==> src/rtl/execute_divmod_ctrl.sv <==
// Execute-stage DIV/MOD controller with a restoring divider (one quotient bit per cycle).
// Latency WIDTH+1 cycles (1 for divide by zero); stalls Fetch/Decode/Execute until the result cycle.
module execute_divmod_ctrl #(
  parameter int WIDTH = 19,
  parameter int CNT_W = 5
) (
  input  logic             clk,
  input  logic             reset,
  input  logic             ValidE,
  input  logic             FlushE,
  input  logic [2:0]       ALUControlE,
  input  logic [WIDTH-1:0] SrcAE,
  input  logic [WIDTH-1:0] SrcBE,
  output logic             StallDivE,
  output logic             DivDoneE,
  output logic [WIDTH-1:0] DivResultE,
  output logic             DivZeroE
);

  typedef enum logic [1:0] {S_IDLE, S_CALC, S_DONE} state_t;

  state_t           state_q, state_d;
  logic [CNT_W-1:0] cnt_q, cnt_d;
  logic [WIDTH-1:0] quo_q, quo_d;
  logic [WIDTH-1:0] rem_q, rem_d;
  logic [WIDTH-1:0] dvs_q, dvs_d;
  logic             mod_q, mod_d;
  logic             zero_q, zero_d;

  logic             is_divmod;
  logic             start;
  logic [WIDTH:0]   rem_sh;
  logic [WIDTH:0]   rem_diff;
  logic             rem_ge;

  assign is_divmod = (ALUControlE == 3'b011) || (ALUControlE == 3'b100);
  // Gating with reset keeps the stall low while reset is held.
  assign start     = reset & ValidE & ~FlushE & is_divmod;

  // One extra bit: the shifted remainder can reach 2*divisor-1.
  assign rem_sh    = {rem_q, quo_q[WIDTH-1]};
  assign rem_diff  = rem_sh - {1'b0, dvs_q};
  assign rem_ge    = (rem_sh >= {1'b0, dvs_q});

  always_comb begin
    state_d   = state_q;
    cnt_d     = cnt_q;
    quo_d     = quo_q;
    rem_d     = rem_q;
    dvs_d     = dvs_q;
    mod_d     = mod_q;
    zero_d    = zero_q;
    StallDivE = 1'b0;
    case (state_q)
      S_IDLE: begin
        if (start) begin
          StallDivE = 1'b1;
          mod_d     = (ALUControlE == 3'b100);
          if (SrcBE != '0) begin
            quo_d   = SrcAE;
            rem_d   = '0;
            dvs_d   = SrcBE;
            cnt_d   = CNT_W'(WIDTH);
            zero_d  = 1'b0;
            state_d = S_CALC;
          end else begin
            quo_d   = '1;
            rem_d   = SrcAE;
            zero_d  = 1'b1;
            state_d = S_DONE;
          end
        end
      end
      S_CALC: begin
        StallDivE = 1'b1;
        if (FlushE) begin
          state_d = S_IDLE;
        end else begin
          rem_d = rem_ge ? rem_diff[WIDTH-1:0] : rem_sh[WIDTH-1:0];
          quo_d = {quo_q[WIDTH-2:0], rem_ge};
          cnt_d = cnt_q - CNT_W'(1);
          if (cnt_q == CNT_W'(1)) state_d = S_DONE;
        end
      end
      S_DONE: begin
        state_d = S_IDLE;
      end
      default: begin
        state_d = S_IDLE;
      end
    endcase
  end

  always_ff @(posedge clk or negedge reset) begin
    if (!reset) begin
      state_q <= S_IDLE;
      cnt_q   <= '0;
      quo_q   <= '0;
      rem_q   <= '0;
      dvs_q   <= '0;
      mod_q   <= 1'b0;
      zero_q  <= 1'b0;
    end else begin
      state_q <= state_d;
      cnt_q   <= cnt_d;
      quo_q   <= quo_d;
      rem_q   <= rem_d;
      dvs_q   <= dvs_d;
      mod_q   <= mod_d;
      zero_q  <= zero_d;
    end
  end

  assign DivDoneE   = (state_q == S_DONE);
  assign DivResultE = mod_q ? rem_q : quo_q;
  assign DivZeroE   = zero_q;

endmodule

==> config.mk <==
export PLATFORM = sky130hd
export DESIGN_NAME = execute_divmod_ctrl
export DESIGN_NICKNAME = d
export VERILOG_FILES = /design/src/rtl/execute_divmod_ctrl.sv
export SDC_FILE = /design/constraint.sdc
export NUM_CORES = 1
export LEC_CHECK = 0
export ABC_AREA = 0
export CAP_MARGIN = 0
export CORE_UTILIZATION = 55
export DETAILED_ROUTE_END_ITERATION = 12
export PLACE_DENSITY = 0.81
export SYNTH_ARGS = -nofsm -noshare
export SYNTH_HDL_FRONTEND = slang
export SYNTH_SLANG_ARGS = --single-unit
==> constraint.sdc <==
create_clock -name clk -period 2.97 [get_ports clk]
set_clock_uncertainty 0.15 [all_clocks]
set_input_delay 0.297 -clock clk [delete_from_list [all_inputs] [get_ports clk]]
set_output_delay 0.297 -clock clk [all_outputs]
set_load 0.05 [all_outputs]
== Yosys cells after proc, flatten, opt, wreduce, memory -nomap -nowiden ==
Index checks and enable logic that the tools add are counted.

* Bits of input ports: 45
* Output and inout bits: 22
* Register bits after elaboration: 66

* Equal/unequal tests: 9
* Reductions and logical operators: 9
* Add/subtract/negate cells: 2
* $lt $le $gt $ge: 1
* Bitwise operators: 4
* Muxes and demuxes: 22

{| class="wikitable"
|+ Operators with widths
! kind !! count
|-
| 19-bit two-way mux || 8
|-
| 19-bit one-hot mux with 2 select lines || 2
|-
| 20-bit by 19-bit greater-or-equal comparator with 1-bit output || 1
|-
| 19-bit nonzero test || 1
|-
| 19-bit subtractor || 1
|-
| 5-bit two-way mux || 3
|-
| 5-bit one-hot mux with 2 select lines || 1
|-
| 2-bit two-way mux || 4
|-
| 2-bit != test, second input constant || 3
|-
| 3-bit AND reduction || 2
|-
| 5-bit by 1-bit equality test with 1-bit output, second input constant || 1
|-
| 5-bit by 1-bit subtractor with 5-bit output, second input constant || 1
|-
| 2-bit one-hot mux with 2 select lines || 1
|-
| 2-bit AND reduction || 2
|-
| 4-bit AND reduction || 1
|-
| 1-bit bitwise AND || 3
|-
| 3-bit by 2-bit equality test with 1-bit output, second input constant || 1
|-
| 3-bit equality test, second input constant || 1
|-
| 3-bit != test, second input constant || 1
|-
| 2-bit by 1-bit equality test with 1-bit output, second input constant || 1
|-
| 2-bit equality test, second input constant || 1
|-
| 2-bit zero test || 1
|-
| 1-bit two-way mux || 2
|-
| 1-bit one-hot mux with 2 select lines || 1
|-
| 3 further kinds || 3
|}

== Depth between registers and ports, before layout ==
Gate-level depths: netlist of run 1.

* Depth after elaboration: 5
* Mapped depth: 12
* Depth with buffers taken out: 10

== Least setup slack after synthesis of run 1 ==
Ideal clock, no wire load.

* Path type: register -> register
* Start point: register quo_q[18]
* End point: register rem_q[18]
* Arrival: 2331 ps
* Stages on the path, launching flop included: 10
* Clock period less this slack: 2565 ps
* Required time: 2736 ps
* Slack: 405 ps
* Cells stage by stage: dfrtp_1 inv_1 ha_1 fa_1 nand2b_2 a211oi_4 o21ba_2 o21bai_2 or4_4 a41oi_2

* Word-level cells in the longest chain between the ends: 4

{| class="wikitable"
|+ Ends and longest elaborated chain
! element !! RTL line !! RTL
|-
| start, declared || 24 || <nowiki>logic [WIDTH-1:0] quo_q, quo_d;</nowiki>
|-
| start signal, assigned || 106 || <nowiki>quo_q <= quo_d;</nowiki>
|-
| 19-bit subtractor or 20-bit by 19-bit greater-or-equal comparator with 1-bit output (tied branches) || 42, 43 ||
|-
| 19-bit two-way mux * || 79 || <nowiki>rem_d = rem_ge ? rem_diff[WIDTH-1:0] : rem_sh[WIDTH-1:0];</nowiki>
|-
| 19-bit two-way mux * || 76 || <nowiki>if (FlushE) begin</nowiki>
|-
| 19-bit one-hot mux with 2 select lines * || 54 || <nowiki>case (state_q)</nowiki>
|-
| end signal, assigned || 107 || <nowiki>rem_q <= rem_d;</nowiki>
|-
| end, declared || 25 || <nowiki>logic [WIDTH-1:0] rem_q, rem_d;</nowiki>
|}

Every way passes the cells marked *; elsewhere a longest branch is shown, timed or not. The select of a mux whose other input is x is not followed.
A chain may end at the register's enable or synchronous reset.

== Worst setup path after layout of run 1 ==
Ends and elaborated chain as after synthesis.

==> impl_metrics.py, run 1 <==
metrics = {
    "synthesis": {
        "synth_seq_cells": 66,
        "synth_xor_area_share_pct": 2.63,
        "seq_area_frac_synth_pct": 35.5,
        "synth_area_leaders": "dfrtp_1 35%, ha_1 5.6%, mux2_2 5.6%, nand2_1 4.4%, a21oi_1 4.3%",
        "mappedNetlistNets": 611,
        "synth_compound_area_share_pct": 21.4,
        "synth_top_family_by_area": "compound AO/OA/AOI/OAI gates",
        "yosysWarnings": 0,
        "synthAdderAreaFrac_pct": 6.08,
        "synth.area.mux_share_pct": 9.03,
        "ys.flop_type": "dfrtp_1",
        "synthArstFlopShare_pct": 100,
        "synth_top_area_cell": "dfrtp_1",
        "yosys.area_share.simple_pct": 18.6,
        "syn_area_um2": 4650,
        "synth-edff-count": 0,
        "ys_types": 62,
        "netlist.area_leader.share_pct": 35.5,
        "synthCells": 544,
        "avgSynthCellArea_um2": 8.56,
    },
    "power": {
        "p_leak_nw": 2.47,
        "power.density_nw_per_um2": 1300,
        "ir_drop_mv": 0.657,
    },
    "sta": {
        "worst_pin_slew_ns": 0.859,
        "period_share_pct": 92.9,
        "setup_viol": 0,
        "slew_headroom_pct": 42.7,
        "rsz0062_at_grt": "false",
        "setup_tns_ns": 0,
        "maxSlewViolCount": 0,
        "max_freq_mhz": 362,
        "finalHoldViolations": 0,
        "period_needed_ns": 2.76,
    },
    "global_routing": {
        "grt_pass1_vias": 4082,
        "grt_pass1_wl_um": 20000,
        "antenna_found_initial": 0,
        "grt_usage_pct": 30.0,
        "grt_start_max_net_pins": 67,
        "overflow": 0,
    },
    "clocking": {
        "cts_tree": "built",
        "clk_path_buf_depth": 2,
        "h-tree-depth": 3,
        "path_clk_slew_ns": 0.09,
        "clk_latency_ns": 0.37,
        "clock-sinks": 66,
        "cts_setup_buffers": 0,
        "cts_made_buffers": 9,
        "hold_buffers": 0,
        "cts_resized": 0,
        "root_buffer": "clkbuf_8",
    },
    "routing": {
        "post_drt_wl_per_cell_um": 17.6,
        "firstDrtPassIters": 5,
        "ant_nets": 0,
        "routed_wl_um": 12500,
        "vias": 4340,
        "drtIter0Drc": 269,
        "drc": 0,
        "viasPerCell": 6.10,
    },
    "worst_setup_path": {
        "cp-start-kind": "flop",
        "critPathKind": "flop to flop",
        "crit_family": "compound AO/OA/AOI/OAI gates",
        "cp.arrival_ns": 2.89,
        "cp_num_buf_inv": 1,
        "crit_path_top_delay_cell": "or4_4",
        "critPathMaxFanout": 4,
        "cp_slowest_stage_delay_ns": 0.49,
        "crit_chain": "inv_1, ha_1, fa_1, nand2b_2, a211oi_4, o21ba_2, o21bai_2, or4_4, a41oi_2",
        "endpoint_kind": "flop",
        "crit_required_ns": 3.10,
    },
    "layout": {
        "n_antenna_cell": 0,
        "final_common_cell": "dfrtp_1",
        "n_fill_cell": 727,
        "final_layout_size_suffix_gt1_share_pct": 12.7,
        "syn2layout_area_growth_pct": 19.9,
        "fin_area_um2": 5580,
        "nets": 669,
        "layout_common_cells": "65 x dfrtp_1, 64 x clkdlybuf4s50_1, 54 x nand2_1",
        "instances_no_fill": 712,
    },
    "die": {
        "core_um2": 8220,
        "pin_count": 67,
        "dieHeight_um": 94.0,
        "fp.dieW_um": 94.0,
        "num_rows": 33,
        "dieArea_um2": 8830,
        "start_util_pct": 56.6,
    },
    "placement": {
        "hpwl_um": 9380,
        "portBuffers": 66,
        "gp_congestion": 0.892,
        "place_inst": 696,
        "dpl_cell_area_um2": 5400,
    },
    "run": {
        "maxCapViolations": 0,
    },
    "min_path": {
        "hold_class": "input pin to async pin",
    },
    "status": {
        "status": "completed",
    },
}
[worst reg2reg max path: stages (launching register included)]
cell and delay, ns:
dfrtp_1 0.33, inv_1 0.07, ha_1 0.22, fa_1 0.39
nand2b_2 0.22, a211oi_4 0.27, o21ba_2 0.23, o21bai_2 0.10
or4_4 0.49, a41oi_2 0.21
[routing by layer]
metal	vias up	GRT usage (%)	share of wire [%]	routed length [um]
met3	36	3.88	4.7	587
met2	147	51.9	50	6290
met5	-	0	0	0
met1	2091	36.4	42	5210
met4	0	15.6	3.6	455
li1	2066	-	-	-
[Yosys cell counts, types with 5 or more instances]
master     n
dfrtp_1   66
ha_1      21
nand4_1    5
a21oi_1   40
inv_1     30
and3_1    18
xor2_1     5
o21ai_0   31
o211ai_1   7
nor3_1    21
mux2i_1   12
buf_2     12
nand3_1    7
nand2b_1   5
nor2_1    45
clkbuf_1  14
nand2_1   54
a21o_1     6
buf_4      7
o31ai_1   19
o21ai_1   26
mux2_2    23
xnor2_1    9
[kinds of logic after synthesis]
logic type	after synthesis
AND/OR/NAND/NOR	179
AO/OA/AOI/OAI	159
buffers and inverters	66
flip-flops	66
multiplexers	38
adder cells (fa/ha/maj)	22
XOR/XNOR	14
[flip-flops by register name (all words and copies together), names as in the netlist]
signal and count:
mod_q 1, state_q 2, DivZeroE 1, dvs_q 19
rem_q 19, cnt_q 5, quo_q 19
[path summary, 6_finish.rpt]
path	start	endpoint	slack, ns	depth (start not counted)
min in group clk	dvs_q[0]	dvs_q[0]	0.35	1
max in group asynchronous	reset	mod_q	1.98	2
max	quo_q[18]	rem_q[18]	0.21	9
min	reset	quo_q[6]	0.06	2
min reg2reg	dvs_q[0]	dvs_q[0]	0.35	1
max reg2reg	quo_q[18]	rem_q[18]	0.21	9
[through the flow]
step	util, %	setup slack (ns)	total power (W)	hold slack (ns)
detailed placement	65.7	0.155	0.00652	0.337
global placement	65.7	0.225	0.00642	0.325
finish	67.9	0.211	0.00726	0.0635
floorplan	-	0.405	0.00530	-0.149
global route	67.9	0.103	0.00779	0.143
CTS	67.9	0.0990	0.00725	0.0950
[report_power, final]
part	switching, W	leakage, nW	internal, W
Combinational	0.00289	1.54	0.00200
Sequential	0.000367	0.837	0.00129
Clock	0.000404	0.0872	0.000315
Total	0.00366	2.47	0.00360
[final cells by class]
cell class,instances,area (um^2),share of cell area [%]
Sequential cell,66,1650,29.6
Clock buffer,9,124,2.22
Clock inverter,7,58.8,1.05
Multi-Input combinational cell,412,2690,48.3
Tap cell,105,131,2.35
Timing Repair Buffer,83,806,14.4
Inverter,30,113,2.02
Note: power is estimated with default switching activity, not from simulation.
==> run 2, diff against run 1 <==
--- a/config.mk
+++ b/config.mk
@@ -6,6 +6,7 @@
 export NUM_CORES = 1
 export LEC_CHECK = 0
 export ABC_AREA = 0
+export ABC_CLOCK_PERIOD_IN_PS = 2970
 export CAP_MARGIN = 0
 export CORE_UTILIZATION = 55
 export DETAILED_ROUTE_END_ITERATION = 12
==> results of run 2 <==
Final layout, timing and power as in run 1 (identical DEF).
